--- config.mk ---
export PLATFORM = sky130hd
export DESIGN_NAME = sevenseg_scan_decoder
export DESIGN_NICKNAME = d
export VERILOG_FILES = /design/src/rtl/sevenseg_scan_decoder_pkg.sv /design/src/rtl/sevenseg_scan_decoder_seg7_to_bcd.sv /design/src/rtl/sevenseg_scan_decoder.sv
export SDC_FILE = /design/constraint.sdc
export NUM_CORES = 1
export LEC_CHECK = 0
export BUFFER_PORTS_ARGS = -buffer_cell sky130_fd_sc_hd__buf_4
export CORE_MARGIN = 4
export CORE_UTILIZATION = 25
export DETAILED_ROUTE_END_ITERATION = 6
export SETUP_SLACK_MARGIN = 0.02
export SLEW_MARGIN = 0
export SYNTH_ARGS = -nofsm -noshare
export SYNTH_HDL_FRONTEND = slang
export SYNTH_SLANG_ARGS = --single-unit
--- constraint.sdc ---
create_clock -name segment_clk -period 4.9 [get_ports segment_clk]
set_input_delay 0.735 -clock segment_clk [delete_from_list [all_inputs] [get_ports segment_clk]]
set_output_delay 0.735 -clock segment_clk [all_outputs]
set_load 0.01 [all_outputs]
--- src/rtl/sevenseg_scan_decoder_pkg.sv ---
// Shared display definitions: segment codes (common with the display driver),
// digit index type, scan-decoder FSM states and the mm:ss -> seconds helper.
package sevenseg_scan_decoder_pkg;

  // Active-low segment codes on seg[6:0] (g..a); a 0 bit lights the segment.
  localparam logic [6:0] SEG_0     = 7'h40;
  localparam logic [6:0] SEG_1     = 7'h79;
  localparam logic [6:0] SEG_2     = 7'h24;
  localparam logic [6:0] SEG_3     = 7'h30;
  localparam logic [6:0] SEG_4     = 7'h19;
  localparam logic [6:0] SEG_5     = 7'h12;
  localparam logic [6:0] SEG_6     = 7'h02;
  localparam logic [6:0] SEG_7     = 7'h78;
  localparam logic [6:0] SEG_8     = 7'h00;
  localparam logic [6:0] SEG_9     = 7'h10;
  localparam logic [6:0] SEG_BLANK = 7'h7F;

  typedef logic [1:0] digit_idx_t;

  typedef enum logic [1:0] {
    IDLE    = 2'd0,
    COLLECT = 2'd1,
    STALE   = 2'd2
  } scan_state_t;

  // Packed BCD frame {d3,d2,d1,d0} interpreted as mm:ss, returned in seconds.
  // Digits above 5 in the seconds-tens place are taken at face value.
  function automatic logic [12:0] frame_to_seconds(input logic [15:0] d);
    logic [12:0] mins;
    logic [12:0] secs;
    mins = 13'(d[15:12]) * 13'd10 + 13'(d[11:8]);
    secs = 13'(d[7:4]) * 13'd10 + 13'(d[3:0]);
    return mins * 13'd60 + secs;
  endfunction

endpackage

--- src/rtl/sevenseg_scan_decoder_seg7_to_bcd.sv ---
// Combinational seven-segment to BCD decoder. An all-off pattern is reported
// as a valid blank digit (bcd = 0); any unknown pattern clears valid.
module seg7_to_bcd
  import sevenseg_scan_decoder_pkg::*;
(
  input  logic [6:0] code,
  output logic       valid,
  output logic       blank,
  output logic [3:0] bcd
);

  // Table lookup of the active-low segment pattern.
  always_comb begin
    valid = 1'b1;
    blank = 1'b0;
    bcd   = 4'd0;
    case (code)
      SEG_0:     bcd = 4'd0;
      SEG_1:     bcd = 4'd1;
      SEG_2:     bcd = 4'd2;
      SEG_3:     bcd = 4'd3;
      SEG_4:     bcd = 4'd4;
      SEG_5:     bcd = 4'd5;
      SEG_6:     bcd = 4'd6;
      SEG_7:     bcd = 4'd7;
      SEG_8:     bcd = 4'd8;
      SEG_9:     bcd = 4'd9;
      SEG_BLANK: blank = 1'b1;
      default:   valid = 1'b0;
    endcase
  end

endmodule

--- src/rtl/sevenseg_scan_decoder.sv ---
// Display scan monitor: synchronizes the multiplexed an/seg bus, waits for
// each digit pattern to settle, decodes it, assembles complete 4-digit frames
// and reports the shown mm:ss value in seconds.
//
//   state   | meaning
//   IDLE    | after reset, no digit staged yet
//   COLLECT | staging digits; a frame completes once all four are seen
//   STALE   | no digit accepted for TIMEOUT_CYCLES; waiting for scan to resume
module sevenseg_scan_decoder
  import sevenseg_scan_decoder_pkg::*;
#(
  parameter int STABLE_CYCLES  = 2,
  parameter int TIMEOUT_CYCLES = 4096
) (
  input  logic        segment_clk,
  input  logic        reset,
  input  logic [3:0]  an,
  input  logic [7:0]  seg,
  output logic [15:0] digits,
  output logic [3:0]  blank,
  output logic        frame_done,
  output logic [12:0] value_sec,
  output logic        value_strobe,
  output logic        stale,
  output logic        bad_pattern,
  output logic        an_error
);

  localparam logic [3:0]  STABLE_L  = 4'(STABLE_CYCLES);
  localparam logic [15:0] TIMEOUT_L = 16'(TIMEOUT_CYCLES);

  logic [11:0] s1;
  logic [11:0] s2;
  logic [11:0] s3;
  logic [3:0]  hold_cnt;
  logic        hold_done;
  logic        accept;

  logic [3:0]  acc_an;
  logic [2:0]  acc_zeros;
  digit_idx_t  acc_idx;
  logic        dec_valid;
  logic        dec_blank;
  logic [3:0]  dec_bcd;
  logic        acc_digit;
  logic        acc_bad;
  logic        acc_multi;
  logic        stage_wr;

  scan_state_t state;
  logic [3:0]  seen_mask;
  logic [15:0] stage_bcd;
  logic [3:0]  stage_blk;
  logic [3:0]  seen_next;
  logic [15:0] merged_bcd;
  logic [3:0]  merged_blk;
  logic        frame_complete;

  logic [15:0] idle_cnt;
  logic        timeout;

  // Two-flop synchronizer on the whole bus plus a history stage for compare.
  always_ff @(posedge segment_clk) begin
    if (reset) begin
      s1 <= '0;
      s2 <= '0;
      s3 <= '0;
    end else begin
      s1 <= {an, seg};
      s2 <= s1;
      s3 <= s2;
    end
  end

  // Counts consecutive identical samples; hold_done blocks re-accepting the
  // same run (also needed when the count saturates at 15). It starts set so
  // the cleared sync registers are never mistaken for a real pattern.
  always_ff @(posedge segment_clk) begin
    if (reset) begin
      hold_cnt  <= 4'd0;
      hold_done <= 1'b1;
    end else if (s2 != s3) begin
      hold_cnt  <= 4'd1;
      hold_done <= 1'b0;
    end else begin
      if (hold_cnt != 4'd15) hold_cnt <= hold_cnt + 4'd1;
      if (accept) hold_done <= 1'b1;
    end
  end

  assign accept = (hold_cnt == STABLE_L) && !hold_done;
  assign acc_an = s3[11:8];

  seg7_to_bcd u_seg7_to_bcd (
    .code  (s3[6:0]),
    .valid (dec_valid),
    .blank (dec_blank),
    .bcd   (dec_bcd)
  );

  // Classify the accepted anode pattern: zero count and driven digit index.
  always_comb begin
    acc_zeros = 3'd0;
    for (int i = 0; i < 4; i++) begin
      if (!acc_an[i]) acc_zeros = acc_zeros + 3'd1;
    end
    case (acc_an)
      4'b1110: acc_idx = 2'd0;
      4'b1101: acc_idx = 2'd1;
      4'b1011: acc_idx = 2'd2;
      4'b0111: acc_idx = 2'd3;
      default: acc_idx = 2'd0;
    endcase
  end

  assign acc_digit = accept && (acc_zeros == 3'd1);
  assign acc_multi = accept && (acc_zeros >= 3'd2);
  assign stage_wr  = acc_digit && dec_valid;
  assign acc_bad   = acc_digit && !dec_valid;

  // Staging contents as they will be after the current write, so a frame
  // can complete on the same edge that stages its last digit.
  always_comb begin
    merged_bcd = stage_bcd;
    merged_blk = stage_blk;
    seen_next  = seen_mask;
    if (stage_wr) begin
      merged_bcd[{acc_idx, 2'b00} +: 4] = dec_bcd;
      merged_blk[acc_idx]               = dec_blank;
      seen_next[acc_idx]                = 1'b1;
    end
  end

  assign frame_complete = stage_wr && (seen_next == 4'b1111);

  // Cycles since the last one-hot anode accept (bad codes included).
  always_ff @(posedge segment_clk) begin
    if (reset) begin
      idle_cnt <= 16'd0;
    end else if (acc_digit) begin
      idle_cnt <= 16'd0;
    end else if (idle_cnt != 16'hFFFF) begin
      idle_cnt <= idle_cnt + 16'd1;
    end
  end

  assign timeout = (idle_cnt >= TIMEOUT_L);

  // Frame-assembly FSM with registered frame, status and pulse outputs.
  always_ff @(posedge segment_clk) begin
    if (reset) begin
      state       <= IDLE;
      seen_mask   <= 4'd0;
      stage_bcd   <= 16'd0;
      stage_blk   <= 4'd0;
      digits      <= 16'd0;
      blank       <= 4'd0;
      frame_done  <= 1'b0;
      stale       <= 1'b0;
      bad_pattern <= 1'b0;
      an_error    <= 1'b0;
    end else begin
      frame_done  <= 1'b0;
      bad_pattern <= acc_bad;
      an_error    <= acc_multi;
      if (stage_wr) begin
        stage_bcd <= merged_bcd;
        stage_blk <= merged_blk;
        seen_mask <= seen_next;
      end
      case (state)
        IDLE: begin
          if (stage_wr) begin
            state <= COLLECT;
          end else if (timeout) begin
            state     <= STALE;
            stale     <= 1'b1;
            seen_mask <= 4'd0;
          end
        end
        COLLECT: begin
          if (frame_complete) begin
            digits     <= merged_bcd;
            blank      <= merged_blk;
            frame_done <= 1'b1;
            seen_mask  <= 4'd0;
          end else if (!stage_wr && timeout) begin
            state     <= STALE;
            stale     <= 1'b1;
            seen_mask <= 4'd0;
          end
        end
        STALE: begin
          if (stage_wr) begin
            state <= COLLECT;
            stale <= 1'b0;
          end
        end
        default: begin
          state     <= IDLE;
          seen_mask <= 4'd0;
        end
      endcase
    end
  end

  // Convert the frame just published; frames with any blank digit are skipped.
  always_ff @(posedge segment_clk) begin
    if (reset) begin
      value_sec    <= 13'd0;
      value_strobe <= 1'b0;
    end else begin
      value_strobe <= frame_done && (blank == 4'd0);
      if (frame_done && (blank == 4'd0)) begin
        value_sec <= frame_to_seconds(digits);
      end
    end
  end

endmodule

# Word level (Yosys, flattened, before mapping)
# Index checks and enable logic that the tools add are counted.
# W data, S select, Z words.
# op_classes
n_mux	38
multipliers	3
eq_ne	27
magnitude_cmp	4
reduce_logical	25
add_sub_neg	9
bitwise_logic	2
n_shift	2
# op_table
op	n
$pmux W4 S9	1
$eq A7 B7 Y1 const B	4
$mux W4	7
$eq A7 B5 Y1 const B	3
$add A8 B4 Y9	2
$add A16 B1 Y16 const B	1
$bwmux W16	1
$ge A16 B13 Y1 const B	1
$mux W16	1
$ne A16 B16 Y1 const B	1
$shift A4 B6 Y16 const A	1
$shiftx A4 B6 Y16	1
$eq A7 B6 Y1 const B	2
$mul A4 B3 Y7 const B	2
$mux W1	14
$add A13 B9 Y13	1
$eq A4 B4 Y1 const B	3
$ne A12 B12 Y1	1
$pmux W2 S3	2
$pmux W4 S3	1
$mul A9 B4 Y11 const B	1
$reduce_or A11 Y1	1
$mux W2	5
$ne A2 B2 Y1 const B	5
other kinds (31)	48
# word_totals
output_inout_bits	38
wordCells	129
inputBits	14
reg_bits	121

# Depth between registers and ports, before layout
# Gate-level depths: netlist of the first run.
# logic_depth
depth_word	15
mapped_depth	20

# Hierarchy
# From an unflattened synthesis of the first run, not the netlist that was laid out.
# hier_totals
cells_unflattened	736
area_unflattened_um2	6512.5
# modules_own_cells
module	area_each_um2	instances	cells_each
sevenseg_scan_decoder	6319.8	1	704
seg7_to_bcd	192.7	1	32

# Worst setup path after synthesis of the first run
# No wires, ideal clock.
# synth_path
kind	flip-flop to flip-flop
from	register digits[14]
to	register value_sec[12]
path_buffers	0
setup_ns	0.114
setup_slack_ns	0.228
synth_period_minus_slack_ns	4.672
required_time_ns	4.786
t_arrival_ns	4.558
stages_incl_launch_ff	20
path_cell_list	dfxtp_1 ha_1 ha_1 a21oi_1 nand2_1 xor2_1 inv_1 fa_1 fa_1 inv_1 ha_1 xnor2_1 ha_1 ha_1 o21ai_0 a21oi_1 o21bai_1 nor3_1 xnor2_1 a21o_1
# synth_between
elab_chain_len	4
# synth_lines
item	line_no	rtl
from (decl)	sevenseg_scan_decoder.sv:19	output logic [15:0] digits,
from (signal assigned)	sevenseg_scan_decoder.sv:183	digits <= merged_bcd;
$mul A4 B3 Y7	sevenseg_scan_decoder_pkg.sv:31	mins = 13'(d[15:12]) * 13'd10 + 13'(d[11:8]);
$add A8 B4 Y9	sevenseg_scan_decoder_pkg.sv:31	
$mul A9 B4 Y11	sevenseg_scan_decoder_pkg.sv:33	return mins * 13'd60 + secs;
$add A13 B9 Y13	sevenseg_scan_decoder_pkg.sv:33	
to (signal assigned)	sevenseg_scan_decoder.sv:215	value_sec <= frame_to_seconds(digits);
to (decl)	sevenseg_scan_decoder.sv:22	output logic [12:0] value_sec,
# No other way between the ends.
# A chain may end at the register's enable or synchronous reset.

# Worst setup path in the final report of the first run
# layout_path
from	register digits[13]
to	register value_sec[11]
# Same word-level chain as after synthesis.

==> impl_results.md, run 1 <==
* Initial antenna violation count at 0
* I/O Buffers at 51
* Post-cts resize count at 0
* Largest net degree at the start of global routing at 53
* Ys flop type: dfxtp_1
* CTS root buffer: clkbuf_16
* Synthesis-to-finish area growth at 21.4%
* Syn Nets at 797
* FF+latch count, synth at 121
* Number of global-route vias before repair at 4580
* Share of cells above drive strength 1 at 0.153
* Nets at 843
* Die height at 169 um
* Reg clk slew, reported paths at 60 ps
* Asr flop ratio synth at 0
* Final Util at 0.310
* GP Congestion at 0.789
* Clock share of power at 0.540
* Row count at 58
* Fin crit share at 0.945
* Metal3 WL at roughly 380 um
* Wl on met1 at approximately 6500 um
* Crit path from: digits[13]
* Worst reg2reg path depth at 19
* Endpoints failing hold at 0
* Critical path, cell by cell: ha_1 -> ha_1 -> fa_1 -> xnor2_2 -> fa_1 -> inv_1 -> fa_1 -> inv_1 -> ha_1 -> o21a_1 -> o31a_1 -> a21oi_1 -> ha_2 -> nor3_1 -> nor2_1 -> o41ai_4 -> nor3_2 -> xor2_1 -> a211oi_1
* RSZ-0062 raised after global routing: true
* Clock sink count at 121
* CTS Hold Bufs at 0
* CORE AREA at 25300 um2
* Antenna diode count at 0
* Worst slack, placed at ~74 ps
* Outcome: completed
* Syn_area_per_cell at 9.05 um2
* CP Depth at 19
* Worst hold stages at 1
* Synth Instances at slightly above 700
* Critical Path Source Type: flip-flop
* Grt total ovfl at 0
* Number of synthesized flops with an enable pin at 0
* Final-layout fill cell count at 2652
* # Post-CTS Setup Buffers at 0
* Post-route DRC at 0
* CTS tree: built
* Uppermost layer routed: met4
* Slew headroom at 0.521
* Max Clock Freq at 216 MHz
* Bufs and invs on worst path at 2
* FF+latch area at 2420 um2
* H-tree levels at 4
* Final setup vio count at 0
* Largest area contributor in the netlist: dfxtp_1
* Yosys cell types at 57
* Sw Share at 0.217
* P_int at 0.00185 W
* Leak Pwr at 3.38 nW
* Setup ws final at 270 ps
* Post-Syn Area at 6450 um2
* Sequential share of power at 0.428
* Final WL at 13200 um
* Worst Path Max Fanout at 5
* Worst path top cell family by delay: adder cells
* Multi-input gate area at 3790 um2
* CP max stage cell: fa_1
* HP Start: s1[2]
* YS warnings at 0
* # IOs at 52
* Crit path arrival time at 4950 ps
* TritonCTS Buffers at 17
* Clock latency on the worst-skew pair at 410 ps
* Max clock buf depth at 2
* Die Area at between 20000 and 30000 um2
* Max Cap Violations at 0
* Gr usage total at 0.0960
* Global-route wire length before repair at approximately 23000 um
* Final std cells w/o fill at between 1000 and 1500
* Worst hold margin at 434 ps
* Met2 Routed Length at between 6000 and 7000 um
* Initial DRT Pass Iterations at 4
* CP required at between 5000 and 6000 ps
* Crit. End Element: flip-flop
* Initial drt markers at 291
* Launching point of the worst reg2reg path: digits[13]
* Synth top area share at 0.375
* Die X-Extent at 169 um
* CP Class: flip-flop to flip-flop
* Maximum VDD drop at 169 uV
* Fin crit period at about 4600 ps
* Starting density of the core at 0.255
* Post-synthesis sequential area ratio at 0.375
* Switching pwr at roughly 0.00051 W
* Power share of the combinational group at 0.031
* Area contributors post-synth: dfxtp_1, ha_1, nor2_1, fa_1, nor2b_1
* Dpl hpwl at 9770 um
* Final Max Tran Viols at 0
* Drt via density at 4.33
* Inst Count DP at 1070
* Worst-Margin Slew at 710 ps
* Pwr/cell area at ~300 nW/um2
* Worst path max stage delay at 520 ps
* DR vias at 4770
* DR WL/cell at 12.0 um
* Hold Path Class: flip-flop to flip-flop
* Clock Skews at 13.3 ps
* Antenna Nets Post-Route at 0
==> flip-flops by register name (all words and copies together) (netlist names) <==
register,flops
hold_cnt,4
seen_mask,4
an_error,1
s3,12
idle_cnt,16
frame_done,1
state,2
s1,12
blank,4
s2,12
stale,1
stage_bcd,16
value_strobe,1
stage_blk,4
bad_pattern,1
value_sec,13
hold_done,1
digits,16
==> path summary, 6_finish.rpt <==
kind / endpoint / slack [ps]
worst min register to register: s2[2] / 430
worst min-delay path: s2[2] / 430
worst max-delay path: value_sec[11] / 270
worst max register to register: value_sec[11] / 270
==> final cells by class <==
| cell class | instances | area share |
|---|---|---|
| inverter | 39 | 0.0187 |
| clock inverter | 13 | 0.0216 |
| clock buffer | 19 | 0.0565 |
| multi-input combinational | 520 | 0.484 |
| tap | 330 | 0.0527 |
| timing repair buffer | 60 | 0.0575 |
| sequential | 121 | 0.309 |
==> cells in the mapped netlist (3+ instances only) <==
cell type    n
nand2_1     54
nand2b_1     7
dfxtp_1    121
buf_4        3
or2_2        3
a21oi_1     28
xor2_1      28
nor2_1      98
fa_1        18
o22ai_1      8
o21ai_0     11
ha_1        52
inv_1       39
a32oi_1      3
nor3_1      16
nor2b_1     45
o21bai_1     3
or3_1        4
nand3_1     20
mux2i_1     19
a21o_1       4
xnor2_1     20
o41ai_1      3
buf_2       11
a211oi_1    18
a211oi_2     6
nor4_1       5
nand4_1      6
a311oi_1     4
nand3b_1     6
clkbuf_1    17
==> routing by layer <==
metal / vias to the layer above / GRT usage
li1: 2510 / -
met1: 2200 / 0.129
met2: 56 / 0.153
met3: 4 / 0.0229
met4: 0 / 0.0286
met5: - / 0
==> per-stage QoR <==
stage / cell area [um2] / TNS, ps / total power (W)
after detailed placement: 7160 / 0 / 0.00111
after global placement: 7160 / 0 / 0.00111
after CTS: 7770 / 0 / 0.00240
after floorplan: 6450 / 0 / 0.00109
after global routing: 7830 / -23.5 / 0.00246
final: 7830 / 0 / 0.00237
==> cells by family (layout without fill, tap and decap cells) <==
family                   count (synthesis)  count (layout)  share of synthesized area
multiplexers                            19              19                     0.0295
flip-flops                             121             121                      0.375
AND/OR/NAND/NOR                        278             278                      0.210
adder cells (fa/ha/maj)                 70              70                      0.157
buffers and inverters                   72             131                     0.0469
XOR/XNOR                                48              48                     0.0652
AO/OA/AOI/OAI                          105             105                      0.116
==> power by group through the flow <==
| stage | clock network, W | registers, W | logic, W |
|---|---|---|---|
| 2_1_floorplan | 0 | 0.00103 | 0.0000599 |
| 3_3_place_gp | 0 | 0.00103 | 0.0000742 |
| 3_5_place_dp | 0 | 0.00103 | 0.0000754 |
| 4_1_cts | 0.00131 | 0.00101 | 0.0000758 |
| 5_1_grt | 0.00136 | 0.00102 | 0.0000848 |
| 6_report | 0.00128 | 0.00101 | 0.0000743 |
==> layout by cell type, fill, tap and decap left out, drive strengths merged, types with 3 or more instances in the layout <==
| master | Yosys | routed |
|---|---|---|
| dfxtp | 121 | 121 |
| nor2 | 98 | 98 |
| buf | 16 | 60 |
| nand2 | 56 | 56 |
| ha | 52 | 52 |
| nor2b | 45 | 45 |
| inv | 39 | 41 |
| a21oi | 28 | 28 |
| xor2 | 28 | 28 |
| a211oi | 24 | 24 |
| nand3 | 20 | 20 |
| xnor2 | 20 | 20 |
| mux2i | 19 | 19 |
| clkbuf | 17 | 19 |
| fa | 18 | 18 |
| nor3 | 16 | 16 |
| o21ai | 11 | 11 |
| o22ai | 8 | 8 |
| nand2b | 7 | 7 |
| clkinv | 0 | 7 |
| nand4 | 6 | 6 |
| nand3b | 6 | 6 |
| nor4 | 5 | 5 |
| a21o | 4 | 4 |
| or3 | 4 | 4 |
| a311oi | 4 | 4 |
| or2 | 3 | 3 |
| a32oi | 3 | 3 |
| bufinv | 0 | 3 |
| nor3b | 3 | 3 |
| o21bai | 3 | 3 |
| o41ai | 3 | 3 |
(Power assumes the default switching activity.)
==> run 2: changes to the inputs <==
clock period = 5.9 ns   (was 4.9 ns; I/O delays follow)
==> run 2 against run 1 <==
Count of clock-buffer cells in the layout increased by 2. Power down 21%. First-iteration DRC count is 10% lower. Non-clock buffer count fell by 7. Register-to-register slack improved by 700 ps. Highest routed layer unchanged. Routed wire length down 2.5%. Largest cell class unchanged. Clock skew is 5.5 ps lower. Sequential share of layout area is 0.67 points higher.
==> impl_results.md, run 2 (same netlist as run 1, synthesis figures left out) <==
* Maximum VDD drop at 144 uV (-14%)
* Critical Path Source Type: flip-flop
* CTS Hold Bufs at 0 (unchanged)
* Hold Path Class: flip-flop to flip-flop
* Grt total ovfl at 0 (unchanged)
* Die Area at 28400 um2 (unchanged)
* Worst slack, placed at 993 ps (+919 ps)
* I/O Buffers at 51 (unchanged)
* Initial drt markers at 261 (-10%)
* Fin crit share at 0.835 (-0.110)
* Synthesis-to-finish area growth at 18.8%
* Number of global-route vias before repair at 4554 (-0.57%)
* Crit path from: digits[14]
* Largest net degree at the start of global routing at 55 (+3.8%)
* Slew headroom at 0.529 (+0.00862)
* Setup ws final at 974 ps (+704 ps)
* CORE AREA at 25300 um2 (unchanged)
* Die height at 169 um (unchanged)
* Max Clock Freq at 203 MHz (-6.0%)
* RSZ-0062 raised after global routing: false
* Max Cap Violations at 0 (unchanged)
* Final-layout fill cell count at 2662 (+0.38%)
* Worst Path Max Fanout at 5 (unchanged)
* TritonCTS Buffers at 17 (unchanged)
* Fin Setup TNS at 0 ps (unchanged)
* Reg clk slew, reported paths at 60 ps (about the same)
* CTS tree: built
* Initial DRT Pass Iterations at 5 (+1)
* Final setup vio count at 0 (unchanged)
* HP Start: s1[2]
* Gr usage total at 0.0933 (-0.00272)
* Global-route wire length before repair at 22100 um (-2.1%)
* Share of cells above drive strength 1 at 0.130 (-0.0233)
* Nets at 836 (-0.83%)
* Fin crit period at 4930 ps (+296 ps)
* GP Congestion at 0.805 (+1.9%)
* Antenna Nets Post-Route at 0 (unchanged)
* Multi-input gate area at 3730 um2 (-1.6%)
* Antenna diode count at 0 (unchanged)
* CP Class: flip-flop to flip-flop
* Endpoints failing hold at 0 (unchanged)
* # Post-CTS Setup Buffers at 0 (unchanged)
* Post-route DRC at 0 (unchanged)
* Post-cts resize count at 0 (unchanged)
* FF+latch area at 2420 um2 (about the same)
* DR vias at 4775 (+0.10%)
* Max clock buf depth at 2 (unchanged)
* Starting density of the core at 0.255 (unchanged)
* Crit path arrival time at 5220 ps (+270 ps)
* Most common cell after layout, fill and taps aside: dfxtp_1
* Worst-Margin Slew at 705 ps (-5.09 ps)
* # IOs at 52 (unchanged)
* Row count at 58 (unchanged)
* Pwr/cell area at 245 nW/um2 (-19%)
* Drt via density at 4.36 (+0.84%)
* Final Max Tran Viols at 0 (unchanged)
* Initial antenna violation count at 0 (unchanged)
* H-tree levels at 4 (unchanged)
* Final WL at 12900 um (-2.5%)
* CTS root buffer: clkbuf_16
* Clock Skews at 7.84 ps (-5.46 ps)
* Launching point of the worst reg2reg path: digits[14]
* Dpl hpwl at 9570 um (-2.1%)
* Pwr Total at 0.00188 W (-21%)
* Clock sink count at 121 (unchanged)
* Outcome: completed
* Die X-Extent at 169 um (unchanged)
* CP required at 6200 ps (+980 ps)
* Biggest regs: digits: 16 flops, idle_cnt: 16 flops, stage_bcd: 16 flops
* Most frequent cells in the layout: dfxtp_1, nor2_1, nand2_1, buf_4, ha_1
* Leak Pwr at 3.29 nW (-2.6%)
* Crit. End Element: flip-flop
* Clock latency on the worst-skew pair at 400 ps (about the same)
* DR WL/cell at 11.8 um (-1.8%)
[run 2: layout make-up]
type / instances / area share
flip-flops and latches: 121 / 0.316
repair buffers: 53 / 0.0519
well taps: 330 / 0.0539
multi-input cells: 520 / 0.486
clock buffers: 21 / 0.0601
clock inverters: 10 / 0.0126
inverters: 39 / 0.0191
[run 2: worst max-delay path: stages (launching register included)]
cell and delay (ps):
dfxtp_1 440, ha_1 300, ha_1 320, a21oi_1 130, nand2_1 90, xor2_1 390
inv_1 110, fa_1 470, fa_1 550, inv_1 40, ha_1 350, xnor2_1 180
ha_1 250, ha_1 350, o21ai_0 180, a21oi_1 70, o21bai_1 210, nor3_1 80
xnor2_1 130, a21o_1 170
[run 2: layer usage]
layer,GRT usage,up-vias,routed length (um)
met3,0.0189,8,443
met2,0.151,64,6000
met5,0,-,0
met4,0.0279,0,83
met1,0.126,2201,6340
li1,-,2502,-
[run 2: through the flow]
stage                     std cells  utilization  area (um2)  hold slack [ps]
after floorplan                 713            -        6450              414
after global placement         1063        0.281        7110              417
after detailed placement       1063        0.281        7110              420
after CTS                      1094        0.303        7660              434
after global routing           1094        0.303        7660              449
final                          1094        0.303        7660              432
[run 2: path summary, 6_finish.rpt]
check | endpoint | slack [ps] | depth (start not counted)
max | value_sec[12] | 970 | 19
min | s2[2] | 430 | 1
max reg2reg | value_sec[12] | 970 | 19
min reg2reg | s2[2] | 430 | 1
[run 2: where the power goes]
| part | internal, W | switching [W] |
|---|---|---|
| Sequential | 0.000831 | 0.0000107 |
| Clock | 0.000600 | 0.000377 |
| Combinational | 0.0000282 | 0.0000332 |
| Total | 0.00146 | 0.000421 |
